--- src/rtl/div_in_collector.sv ---
// Collects eight pushed bytes into a dividend/divisor pair, then spends one cycle
// deriving magnitudes, sign flags and divisor leading zeros before handing off to the SRT divider.
module div_in_collector #(
    parameter int WIDTH = 32
) (
    input  logic             clk,
    input  logic             rst,
    input  logic [7:0]       data_in,
    input  logic             push_in,
    input  logic             sign,
    input  logic             out_ready,
    output logic             out_valid,
    output logic [WIDTH-1:0] dividend,
    output logic [WIDTH-1:0] divisor,
    output logic [WIDTH-1:0] abs_dividend,
    output logic [WIDTH-1:0] abs_divisor,
    output logic             q_neg,
    output logic             r_neg,
    output logic             op_signed,
    output logic             div_zero,
    output logic [5:0]       dvsr_lz,
    output logic             overflow
);
    localparam int BYTES = WIDTH / 8;
    localparam int LANES = 2 * BYTES;
    localparam int CNT_W = $clog2(LANES);

    typedef enum logic [1:0] {COLLECT, CALC, HOLD} state_t;

    state_t             state_reg, state_next;
    logic               push_prev_reg;
    logic [CNT_W-1:0]   cnt_reg;
    logic [WIDTH-1:0]   dividend_reg, divisor_reg;
    logic [WIDTH-1:0]   abs_dividend_reg, abs_divisor_reg;
    logic               q_neg_reg, r_neg_reg, op_signed_reg, div_zero_reg, overflow_reg;
    logic [5:0]         dvsr_lz_reg;

    logic               push_edge, accept, last_byte;
    logic [LANES-1:0]   lane_we;
    logic [WIDTH-1:0]   abs_dividend_next, abs_divisor_next;
    logic               div_zero_next;
    logic [5:0]         dvsr_lz_next;

    // A held-high strobe counts once: only a low-to-high step is a push.
    assign push_edge = push_in & ~push_prev_reg;
    assign accept    = (state_reg == COLLECT) && push_edge;
    assign last_byte = (cnt_reg == CNT_W'(LANES - 1));

    genvar gi;
    generate
        for (gi = 0; gi < LANES; gi++) begin : g_lane
            assign lane_we[gi] = accept && (cnt_reg == CNT_W'(gi));
        end
    endgenerate

    always_ff @(posedge clk) begin
        if (rst) state_reg <= COLLECT;
        else     state_reg <= state_next;
    end

    always_comb begin
        state_next = state_reg;
        case (state_reg)
            COLLECT: if (accept && last_byte) state_next = CALC;
            CALC:    state_next = HOLD;
            HOLD:    if (out_ready) state_next = COLLECT;
            default: state_next = COLLECT;
        endcase
    end

    // Magnitudes: -2^(WIDTH-1) negates to itself, which is the correct unsigned magnitude.
    always_comb begin
        abs_dividend_next = (op_signed_reg && dividend_reg[WIDTH-1])
                          ? (~dividend_reg + WIDTH'(1)) : dividend_reg;
        abs_divisor_next  = (op_signed_reg && divisor_reg[WIDTH-1])
                          ? (~divisor_reg + WIDTH'(1)) : divisor_reg;
        div_zero_next     = (divisor_reg == '0);
        dvsr_lz_next      = 6'(WIDTH);
        for (int i = 0; i < WIDTH; i++) begin
            if (abs_divisor_next[i]) dvsr_lz_next = 6'(WIDTH - 1 - i);
        end
    end

    always_ff @(posedge clk) begin
        if (rst) begin
            push_prev_reg    <= 1'b0;
            cnt_reg          <= '0;
            dividend_reg     <= '0;
            divisor_reg      <= '0;
            abs_dividend_reg <= '0;
            abs_divisor_reg  <= '0;
            q_neg_reg        <= 1'b0;
            r_neg_reg        <= 1'b0;
            op_signed_reg    <= 1'b0;
            div_zero_reg     <= 1'b0;
            dvsr_lz_reg      <= 6'(WIDTH);
            overflow_reg     <= 1'b0;
        end else begin
            push_prev_reg <= push_in;
            if (push_edge && state_reg != COLLECT) overflow_reg <= 1'b1;
            if (accept) begin
                cnt_reg <= last_byte ? '0 : cnt_reg + CNT_W'(1);
                if (last_byte) op_signed_reg <= sign;
            end
            for (int i = 0; i < BYTES; i++) begin
                if (lane_we[i])         dividend_reg[WIDTH-1-8*i -: 8] <= data_in;
                if (lane_we[BYTES + i]) divisor_reg[WIDTH-1-8*i -: 8]  <= data_in;
            end
            if (state_reg == CALC) begin
                abs_dividend_reg <= abs_dividend_next;
                abs_divisor_reg  <= abs_divisor_next;
                div_zero_reg     <= div_zero_next;
                dvsr_lz_reg      <= dvsr_lz_next;
                q_neg_reg        <= op_signed_reg & (dividend_reg[WIDTH-1] ^ divisor_reg[WIDTH-1])
                                    & ~div_zero_next;
                r_neg_reg        <= op_signed_reg & dividend_reg[WIDTH-1];
            end
        end
    end

    assign out_valid    = (state_reg == HOLD);
    assign dividend     = dividend_reg;
    assign divisor      = divisor_reg;
    assign abs_dividend = abs_dividend_reg;
    assign abs_divisor  = abs_divisor_reg;
    assign q_neg        = q_neg_reg;
    assign r_neg        = r_neg_reg;
    assign op_signed    = op_signed_reg;
    assign div_zero     = div_zero_reg;
    assign dvsr_lz      = dvsr_lz_reg;
    assign overflow     = overflow_reg;
endmodule

--- config.mk ---
export PLATFORM = sky130hd
export DESIGN_NAME = div_in_collector
export DESIGN_NICKNAME = d
export VERILOG_FILES = /design/src/rtl/div_in_collector.sv
export SDC_FILE = /design/constraint.sdc
export NUM_CORES = 1
export LEC_CHECK = 0
export BUFFER_PORTS_ARGS = -buffer_cell sky130_fd_sc_hd__clkbuf_2
export CORE_MARGIN = 2
export CORE_UTILIZATION = 30
export CTS_BUF_LIST = sky130_fd_sc_hd__clkbuf_2 sky130_fd_sc_hd__clkbuf_4 sky130_fd_sc_hd__clkbuf_8
export DETAILED_ROUTE_END_ITERATION = 8
export PLACE_DENSITY = 0.49
export SLEW_MARGIN = 30
export SYNTH_ARGS = -nofsm -noshare
export SYNTH_HDL_FRONTEND = slang
export SYNTH_SLANG_ARGS = --single-unit
--- constraint.sdc ---
create_clock -name clk -period 3.1 [get_ports clk]
set_input_delay 0.155 -clock clk [delete_from_list [all_inputs] [get_ports clk]]
set_output_delay 0.155 -clock clk [all_outputs]
set_load 0.005 [all_outputs]
Word-level counts from Yosys, hierarchy flattened. Index checks and enable logic that the tools add are counted.

Add/sub/neg operators: 3. Equality and inequality tests: 11. Multiplexer cells: 38. Bitwise operators: 9. Reduce and logical (&&, ||, !) cells: 18.

Operators by type and width (count): 2-to-1 mux 6 bit (32); adder 32 x 1 -> 32 bit (second input constant) (2); 2-to-1 mux 32 bit (2); NOT 32 bit (2); logical NOT 32 bit (1); equality test 3 bit (second input constant) (4); logical AND 1 bit (12); equality test 3 x 2 -> 1 bit (second input constant) (2); case mux 2 bit (3 select lines) (1); AND 1 bit (4); 2-to-1 mux 2 bit (2); inequality test 2 bit (second input constant) (2); AND reduction 2 bit (2); adder 3 x 1 -> 3 bit (second input constant) (1); equality test 3 x 1 -> 1 bit (second input constant) (1); logical NOT 3 bit (1); 2-to-1 mux 3 bit (1); equality test 2 x 1 -> 1 bit (second input constant) (1); equality test 2 bit (second input constant) (1); logical NOT 2 bit (1); NOT 1 bit (2); nonzero test 2 bit (1); XOR 1 bit (1).

Bits in registers: 145. Bits of input ports: 13. Output and inout port bits: 140. Logic and storage cells: 98.

Depth between registers and ports, before layout. Gate-level depths: netlist of the first run.

Depth in word-level cells: 35. Gate-level depth with buffers: 12. Gate-level depth less buffers: 10.

Worst setup path after synthesis of the first run. OpenSTA, ideal clock, no wires.

Path kind: reg2reg. Start point: register divisor_reg[1] (netlist: divisor[1]). End point: register dvsr_lz_reg[4] (netlist: dvsr_lz[4]). Library setup time: 87 ps. Arrival: 2755 ps. Required time: 3013 ps. Slack: 258 ps. Cell stages (with the launch flop): 13. Path buffers: 2. Clock period less this slack: 2842 ps. Cells stage by stage: dfxtp_1 -> clkbuf_2 -> inv_1 -> ha_1 -> clkbuf_2 -> nor4b_1 -> nand4_1 -> or4_1 -> a31oi_2 -> nand2_1 -> nor2_1 -> nand3b_1 -> o31ai_1.

Cells in the longest elaborated chain, start to end: 34.

RTL lines: start: declaration (RTL line 33) `logic [WIDTH-1:0] dividend_reg, divisor_reg;`; start signal: indexed assignment (RTL line 107) `if (lane_we[BYTES + i]) divisor_reg[WIDTH-1-8*i -: 8] <= data_in;`; NOT 32 bit (RTL line 76) `? (~divisor_reg + WIDTH'(1)) : divisor_reg;`; adder 32 x 1 -> 32 bit (RTL line 76); 2-to-1 mux 32 bit * (RTL line 76); 2-to-1 mux 6 bit (30 in a row) (RTL line 80) `if (abs_divisor_next[i]) dvsr_lz_next = 6'(WIDTH - 1 - i);`; 2-to-1 mux 6 bit * (RTL line 80); end signal: assignment (RTL line 96) `dvsr_lz_reg <= 6'(WIDTH);`; end signal: assignment (RTL line 113) `dvsr_lz_reg <= dvsr_lz_next;`; end: declaration (RTL line 36) `logic [5:0] dvsr_lz_reg;`.

Every way passes the cells marked *; elsewhere a longest branch is shown, timed or not. A chain may end at the register's enable or synchronous reset.

Worst setup path after layout of the first run.
Start point: register divisor_reg[8] (netlist: divisor[8]). End point: register dvsr_lz_reg[0] (netlist: dvsr_lz[0]).

Cells in the longest elaborated chain, start to end: 27.

RTL lines (RTL line): NOT 32 bit (76); adder 32 x 1 -> 32 bit (76); 2-to-1 mux 32 bit * (76); 2-to-1 mux 6 bit (23 in a row) (80); 2-to-1 mux 6 bit * (80).

Marked as above.

==> results of run 1 <==
-- worst min-delay path by stage --
stage,from,end,slack [ns]
2_1_floorplan,push_in,push_prev_reg,0.28
3_3_place_gp,push_in,push_prev_reg,0.40
3_5_place_dp,sign,op_signed,0.41
4_1_cts,data_in[5],dividend[29],0.05
5_1_grt,data_in[5],dividend[29],0.07
6_report,data_in[5],dividend[13],0.08
-- cells in the mapped netlist (all sizes together), types with 2 or more instances --
master and number:
o31ai 11, o21ai 29, a311oi 7, nor3b 2, nor2b 5, or3 7
a32oi 2, clkbuf 66, inv 19, ha 9, buf 12, a211oi 40
xnor2 25, nand4 9, a22o 10, a41oi 2, or2 4, and4 3
nand3 51, a21oi 76, dfxtp 145, nor4 13, a22oi 2, nand2 91
nor2 123, and3 3, and2 7, o2111ai 3, o2111a 3, and4b 2
mux2i 27, or3b 3, xor2 31, nor4b 3, o211ai 4, or4 6
nand2b 7, o32ai 2, o41ai 6, a31oi 11, nor3 26, nand3b 6
-- metal layers --
| layer | track usage | wire (um) | part of all wire |
|---|---|---|---|
| met5 | 0 | 0 | 0 |
| met1 | 0.298 | 13700 | 0.53 |
| met2 | 0.276 | 10800 | 0.42 |
| met4 | 0.0531 | 420 | 0.016 |
| met3 | 0.0352 | 1090 | 0.042 |
-- cells in the final DEF, fill, tap and decap left out, types with 8 or more instances in the layout --
cell type    n
clkbuf_8    17
dfxtp_1    145
nor3_1      25
xor2_1      31
a31oi_1     10
inv_1       19
mux2i_1     27
clkbuf_2   151
nand4_1      8
ha_1         9
o21ai_0     26
nor2_1     122
nor4_1       9
xnor2_1     25
a211oi_1    40
buf_4       43
nand2_1     90
a21oi_1     76
nand3_1     50
a22o_1      10
o31ai_1     11
-- layout make-up --
cell class | instances | area share
tap | 324 | 0.0447
clock inverter | 15 | 0.0180
timing repair buffer | 197 | 0.122
sequential | 145 | 0.320
clock buffer | 17 | 0.0258
multi-input combinational | 684 | 0.461
inverter | 19 | 0.00787
-- where the power goes --
group / total [uW] / leakage [uW] / internal [uW] / switching (uW)
clock network: 1550 / 0.000203 / 676 / 873
registers: 1910 / 0.00117 / 1880 / 31.7
logic: 291 / 0.00248 / 98.3 / 193
-- metrics by stage --
stage / instances / instance area, sq um / hold WS, ns / TNS [ns]
3_3_place_gp: 1364 / 8610 / 0.404 / 0
5_1_grt: 1401 / 9060 / 0.0652 / -0.00250
2_1_floorplan: 926 / 7520 / 0.283 / 0
3_5_place_dp: 1364 / 8610 / 0.413 / 0
4_1_cts: 1399 / 9040 / 0.0525 / 0
6_report: 1401 / 9060 / 0.0828 / 0
-- what timing repair did --
item | CTS | global route
gates resized for setup | 0 | 1
setup buffers | 0 | 2
endpoints found under the hold margin | 3 | 0
hold buffers | 3 | 0
endpoints found under the setup margin | 0 | 1
-- worst reg2reg max path, cell delays in order (launching register included) --
cell	delay, ns
dfxtp_1	0.44
nor4_4	0.60
nand3_2	0.19
o41ai_1	0.50
xor2_1	0.19
a21boi_1	0.17
o2111a_1	0.26
a2111o_1	0.38
a31oi_1	0.15
-- logic make-up (layout without fill, tap and decap cells) --
family                     count (synthesis)  after routing  synth area share
AOI/OAI and AO/OA                        220            220             0.195
and+or+nand+nor                          372            372             0.241
xor gates and xnor gates                  56             56            0.0652
muxes                                     27             27            0.0359
buffers and inverters                     97            248            0.0611
adders and majority gates                  9              9            0.0150
DFF                                      145            145             0.386
==> out/results.txt, run 1 <==
Synth area leader = dfxtp_1
Syn_area_per_cell = 8.12 sq um
Worst reg2reg path endpoint = dvsr_lz[0]
Worst-path cell chain = nor4_4 -> nand3_2 -> o41ai_1 -> xor2_1 -> a21boi_1 -> o2111a_1 -> a2111o_1 -> a31oi_1
WL final = 26.0 mm
TritonRoute pass-1 iters = 5
DR DRC count = 0
R2R Setup Slk = 0.14 ns
Req. time, crit path = 3.49 ns
Nets = 1086
Number of synthesized flops with an enable pin = 0
Place WS = 0.245 ns
Synth top area cells = dfxtp_1 (39%), nor2_1 (6.1%), a21oi_1 (5.1%)
Hpwl dp = 19.6 mm
Vias = 7213
Vias in the first global route = 6447
CTS tree = built
Antenna diodes = 0
Peak Freq = 338 MHz
Worst Hold Depth = 3
CP Data Arrival Time = 3.34 ns
MaxCap Viol Count = 0
Die W = 162 um
Die area = 26300 sq um
R2R cell count = 8
Crit end category = flop
Critical path type = reg -> reg
CP Depth = 8
Fill cells = 2555
Final setup viols = 0
R2R Path Start = divisor[8]
Final Max Slew Viols = 0
Crit path launch = divisor[8]
Die height = 162 um
Max IR drop VDD = 0.000212 V
Initial Util = 0.307
Pleak = 0.00386 uW
Via/cell ratio = 5.15
Largest net degree at the start of global routing = 65
Clock skew = 0.0206 ns
Yosys warning count = 0
Measured slew at the worst slew-check pin = 0.852 ns
Synthesized Nets = 948
Flops & latches, synth = 145
Async S/R FF share, synth = 0
Pwr dens = 414 nW/um^2
Max Buffers Root-to-Sink = 2
Setup ws final = 0.144 ns
Synth-to-layout area growth = 20.5%
CP bufs+invs = 0
CTS sink cnt = 145
Slowest stage delay, CP = 0.60 ns
Gpl congestion = 0.872
Final min period = 2.96 ns
Sequential cell area = 2900 sq um
Grt ovf = 0
CP startpoint kind = flop
Slowest stage cell on the critical path = nor4_4
Synthesized area = 7520 sq um
Post-synth top flop = dfxtp_1
Final critical-path share of the clock period = 0.954
Routed Antenna Nets = 0
Power Total = 3750 uW
Seq/Total Area, Yosys = 0.386
Reg clk slew, reported paths = 0.10 ns
Top delay family on crit path = compound AO/OA/AOI/OAI gates
GRT Overall Usage = 0.194
Synth top area share = 0.386
TritonCTS buffer count = 17
Worst hold path class = in -> reg
First-pass GRT wire length = 39.6 mm
Multi-input logic area = 4180 sq um
# port buffers = 152
CP Max Fanout = 10
Layout cell share with drive strength beyond 1 = 0.230
H-tree Lvls = 4
Wire per inst = 18.6 um
Final Util = 0.370
Worst slew margin = 0.430
Status = finished clean
Iteration-0 DRC count of the detailed router = 513
Worst Setup EP = dvsr_lz[0]
IO Pins = 153
CORE AREA = 24500 sq um
Initial antenna violation count = 0
Root Driver = clkbuf_8
Final hold vios = 0
Worst-Skew Late Latency = 0.48 ns
Std-Cell Rows = 57
Netlist cell types = 75
Post-Synthesis Cells = 926
Power figures use the tool's default switching activity.
==> run 2, diff against run 1 <==
- CTS_BUF_LIST: sky130_fd_sc_hd__clkbuf_2 sky130_fd_sc_hd__clkbuf_4 sky130_fd_sc_hd__clkbuf_8 -> not set
- clock period: 3.1 -> 2.75 ns (I/O delays scaled with it)
==> out/results.txt, run 2 (synthesis results as in run 1) <==
Status = finished clean
Vias = 7271 (+0.80%)
Peak Freq = 380 MHz (+12%)
TritonRoute pass-1 iters = 5 (unchanged)
Slowest stage delay, CP = 0.56 ns (-0.04 ns)
Worst hold path class = in -> reg
Max IR drop VDD = 0.000314 V (+48%)
Final hold vios = 0 (unchanged)
Final min period = 2.63 ns (-0.323 ns)
IO Pins = 153 (unchanged)
Layout cell share with drive strength beyond 1 = 0.266 (+0.0355)
Commonest cells after routing, fill and taps aside = clkbuf_2 (151), dfxtp_1 (145), nor2_1 (118)
Initial antenna violation count = 0 (unchanged)
Die W = 162 um (unchanged)
Worst-Skew Late Latency = 0.43 ns (-0.05 ns)
Max Buffers Root-to-Sink = 2 (unchanged)
Std-Cell Rows = 57 (unchanged)
Final Max Slew Viols = 0 (unchanged)
MaxCap Viol Count = 0 (unchanged)
Iteration-0 DRC count of the detailed router = 508 (-0.97%)
CORE AREA = 24500 sq um (unchanged)
Pleak = 0.00413 uW (+7.1%)
Reg clk slew, reported paths = 0.06 ns (-0.04 ns)
WL final = 26.0 mm (about the same)
CTS tree = built
Via/cell ratio = 5.07 (-1.5%)
Grt ovf = 0 (unchanged)
Die height = 162 um (unchanged)
Req. time, crit path = 3.10 ns (-0.39 ns)
Final critical-path share of the clock period = 0.957 (+0.00390)
# port buffers = 152 (unchanged)
CP bufs+invs = 2 (+2)
Final setup viols = 0 (unchanged)
Root Driver = clkbuf_16
First-pass GRT wire length = 40.0 mm (+1.0%)
Critical path type = reg -> reg
Vias in the first global route = 6729 (+4.4%)
H-tree Lvls = 4 (unchanged)
Worst slew margin = 0.479 (+0.0494)
Setup TNS = 0 ns (unchanged)
Nets = 1119 (+3.0%)
Routed Antenna Nets = 0 (unchanged)
WHS = 0.0377 ns (-0.0450 ns)
Initial Util = 0.307 (unchanged)
Hpwl dp = 19.7 mm (+0.42%)
CP startpoint kind = flop
TritonCTS buffer count = 17 (unchanged)
Clock skew = 0.0111 ns (-0.00946 ns)
Crit end category = flop
DR DRC count = 0 (unchanged)
Wire per inst = 18.1 um (-2.3%)
Antenna diodes = 0 (unchanged)
Measured slew at the worst slew-check pin = 0.779 ns (-0.0728 ns)
CTS sink cnt = 145 (unchanged)
Worst-path cell chain = inv_1 -> ha_1 -> nor4b_4 -> nand4_1 -> o32ai_1 -> a31oi_4 -> buf_4 -> o2111a_1 -> a2111o_1 -> a31oi_1
CP Data Arrival Time = 2.98 ns (-0.36 ns)
Pwr dens = 500 nW/um^2 (+21%)
Commonest non-fill, non-tap cell in the layout = clkbuf_2
Top delay family on crit path = compound AO/OA/AOI/OAI gates
Largest net degree at the start of global routing = 55 (-15%)
GRT Overall Usage = 0.197 (+0.00303)
Synth-to-layout area growth = 27.2%
Gpl congestion = 0.855 (-1.9%)
Die area = 26300 sq um (unchanged)
CP Max Fanout = 6 (-4)
Slowest stage cell on the critical path = o32ai_1
RSZ-0062 raised after global routing = yes
[run 2: cell types whose count changed in the layout (fill, tap and decap cells not counted), moves of 2 or more]
cell and change:
o21ai_1 +2, clkbuf_8 -17, nor2_2 +3, o41ai_2 +2, clkbuf_16 +17, o21ai_0 -2
inv_8 -4, o41ai_1 -2, nor2_1 -4, buf_4 +34, clkinv_4 +3
[run 2: final cells by class]
class	count	area, sq um
clock buffers	17	425
clock inverters	15	149
fillers	2563	14900
inverters	19	71.3
multi-input cells	684	4260
flip-flops and latches	145	2900
well taps	324	405
repair buffers	230	1350
[run 2: final timing paths]
| path | startpoint | end | slack (ns) | depth (start not counted) |
|---|---|---|---|---|
| setup / recovery | divisor[0] | dvsr_lz[0] | 0.12 | 10 |
| hold / removal | out_ready | state_reg[1] | 0.04 | 3 |
| setup reg to reg | divisor[0] | dvsr_lz[0] | 0.12 | 10 |
| hold reg to reg | abs_dividend[0] | abs_dividend[0] | 0.46 | 2 |
[run 2: where the power goes]
group	switching (uW)	leakage [uW]	total, uW	internal [uW]
Combinational	219	0.00268	335	117
Sequential	32.7	0.00117	2150	2120
Clock	1020	0.000282	2290	1270
Total	1270	0.00413	4780	3510
[run 2: worst reg2reg max path, cell delays in order (launching register included)]
cell,delay (ns)
dfxtp_1,0.31
inv_1,0.07
ha_1,0.17
nor4b_4,0.29
nand4_1,0.31
o32ai_1,0.56
a31oi_4,0.07
buf_4,0.16
o2111a_1,0.13
a2111o_1,0.36
a31oi_1,0.13
[run 2: through the flow]
stage	total power (uW)	area, sq um	utilization	setup slack [ns]	instances
6_report	4780	9560	0.391	0.117	1434
5_1_grt	4960	9560	0.391	-0.0713	1434
4_1_cts	4810	9450	0.386	0.00322	1428
3_5_place_dp	2520	8840	0.362	-0.0282	1394
3_3_place_gp	2520	8840	0.362	0.0759	1394
2_1_floorplan	2400	7520	-	0.0542	926
[run 2: what timing repair did]
action	4_1_cts	5_1_grt
endpoints found under the setup margin	2	10
buffers inserted	0	6
hold buffers	2	0
pin swaps	0	8
endpoints found under the hold margin	2	0
gates resized for setup	1	17
[run 2: per-layer routing]
layer,track usage,up-vias,part of all wire
li1,-,3661,-
met4,0.0595,0,0.018
met1,0.298,3400,0.52
met2,0.285,183,0.42
met5,0,-,0
met3,0.0335,27,0.039
==> run 3, diff against run 2 <==
- CORE_ASPECT_RATIO: not set -> 1.2
- MAX_ROUTING_LAYER: not set -> met4
==> out/results.txt, run 3 (synthesis results as in run 1) <==
Setup ws final = 0.110 ns (-0.00752 ns)
Measured slew at the worst slew-check pin = 0.911 ns (+0.131 ns)
Die height = 177 um (+9.3%)
Clock skew = 0.0133 ns (+0.00219 ns)
Crit end category = flop
Max Buffers Root-to-Sink = 2 (unchanged)
Initial antenna violation count = 0 (unchanged)
Final Util = 0.394 (+0.00336)
Antenna diodes = 0 (unchanged)
Vias in the first global route = 7050 (+4.8%)
CP Max Fanout = 6 (unchanged)
MaxCap Viol Count = 0 (unchanged)
Hpwl dp = 19.8 mm (+0.55%)
Worst slew margin = 0.391 (-0.0886)
CORE AREA = 24700 sq um (+0.86%)
Sequential cell area = 2900 sq um (unchanged)
Std-Cell Rows = 63 (+11%)
GRT Overall Usage = 0.204 (+0.00699)
Largest net degree at the start of global routing = 96 (+75%)
R2R Path Start = divisor[3]
Final hold vios = 0 (unchanged)
# port buffers = 152 (unchanged)
Routed Antenna Nets = 0 (unchanged)
Nets = 1132 (+1.2%)
TritonCTS buffer count = 17 (unchanged)
H-tree Lvls = 4 (unchanged)
Worst-Skew Late Latency = 0.43 ns (about the same)
CP Data Arrival Time = 2.95 ns (-0.03 ns)
Worst Setup EP = dvsr_lz[0]
Vias = 7395 (+1.7%)
Worst reg2reg path endpoint = dvsr_lz[0]
Pwr dens = 496 nW/um^2 (-0.83%)
Fin cells = 1447 (+0.91%)
Initial Util = 0.305 (-0.00262)
R2R cell count = 9 (-1)
Wire per inst = 18.0 um (-0.92%)
Pleak = 0.00422 uW (+2.0%)
Synth-to-layout area growth = 29.4%
Max IR drop VDD = 0.000362 V (+15%)
Layout cell share with drive strength beyond 1 = 0.274 (+0.00785)
Critical path type = reg -> reg
Multi-input logic area = 4270 sq um (+0.38%)
Peak Freq = 379 MHz (-0.28%)
Commonest cells after routing, fill and taps aside = clkbuf_2 (151), dfxtp_1 (145), nor2_1 (120)
TritonRoute pass-1 iters = 5 (unchanged)
CTS sink cnt = 145 (unchanged)
Final Max Slew Viols = 0 (unchanged)
Final setup viols = 0 (unchanged)
R2R Setup Slk = 0.11 ns (about the same)
Worst Hold Depth = 2 (-1)
Die W = 149 um (-8.5%)
Worst hold path class = in -> reg
Via/cell ratio = 5.11 (+0.79%)
Die area = 26300 sq um (about the same)
CTS tree = built
Commonest non-fill, non-tap cell in the layout = clkbuf_2
Gpl congestion = 0.910 (+6.3%)
Root Driver = clkbuf_16
DR DRC count = 0 (unchanged)
WL final = 26.0 mm (about the same)
WHS = 0.135 ns (+0.0972 ns)
Req. time, crit path = 3.06 ns (-0.04 ns)
Place WS = 0.0732 ns (+0.101 ns)
Iteration-0 DRC count of the detailed router = 672 (+32%)
IO Pins = 153 (unchanged)
Final min period = 2.64 ns (+0.00752 ns)
CP startpoint kind = flop
First-pass GRT wire length = 40.6 mm (+1.6%)
Grt ovf = 0 (unchanged)
RSZ-0062 raised after global routing = yes
Final critical-path share of the clock period = 0.960 (+0.00273)
Reg clk slew, reported paths = 0.06 ns (about the same)
Fill cells = 2587 (+0.94%)
Status = finished clean
Placed insts = 1411 (+1.2%)
Crit path launch = divisor[3]
Power Total = 4820 uW (+0.88%)
## run 3: repair_timing
action,in CTS,in global routing
hold buffers,3,0
setup endpoints to repair,0,8
endpoints found under the hold margin,3,0
buffers inserted,0,2
gates resized for setup,0,19
## run 3: power by group
part,internal [uW],total (uW),switching [uW]
clock,1390,2330,944
combinational,123,343,221
sequential,2120,2150,28.5
total,3630,4820,1190
## run 3: per-layer routing
metal | vias to the layer above | track usage | wire [um]
met3 | 36 | 0.0301 | 1020
met4 | 0 | 0.0651 | 597
met5 | - | - | 0
met1 | 3483 | 0.257 | 11600
li1 | 3680 | - | -
met2 | 196 | 0.338 | 12700
## run 3: worst min-delay path by stage
stage,startpoint,end,slack [ns]
after CTS,rst,div_zero,0.12
after global routing,data_in[7],dividend[7],0.16
after detailed placement,push_in,push_prev_reg,0.38
after global placement,push_in,push_prev_reg,0.38
final,rst,div_zero,0.13
after floorplan,push_in,push_prev_reg,0.27
## run 3: cell type report
cell class                      count  area share
Multi-Input combinational cell    684       0.439
Sequential cell                   145       0.298
Timing Repair Buffer              243       0.153
Clock buffer                       20      0.0469
Tap cell                          325      0.0418
Clock inverter                     11      0.0131
Inverter                           19     0.00733
## run 3: stage by stage
| stage | TNS, ns | instance area (sq um) |
|---|---|---|
| after detailed placement | 0 | 9000 |
| after global routing | -0.0786 | 9730 |
| after CTS | 0 | 9620 |
| final | 0 | 9730 |
| after floorplan | 0 | 7520 |
| after global placement | 0 | 9000 |
## run 3: critical path: stages, from the launching register on
cell and delay, ns:
dfxtp_1 0.37, or4_1 0.63, o41ai_1 0.41, xor2_1 0.35
buf_4 0.19, inv_1 0.04, nor2_1 0.09, a22oi_1 0.09
a21oi_1 0.23, a31oi_1 0.11
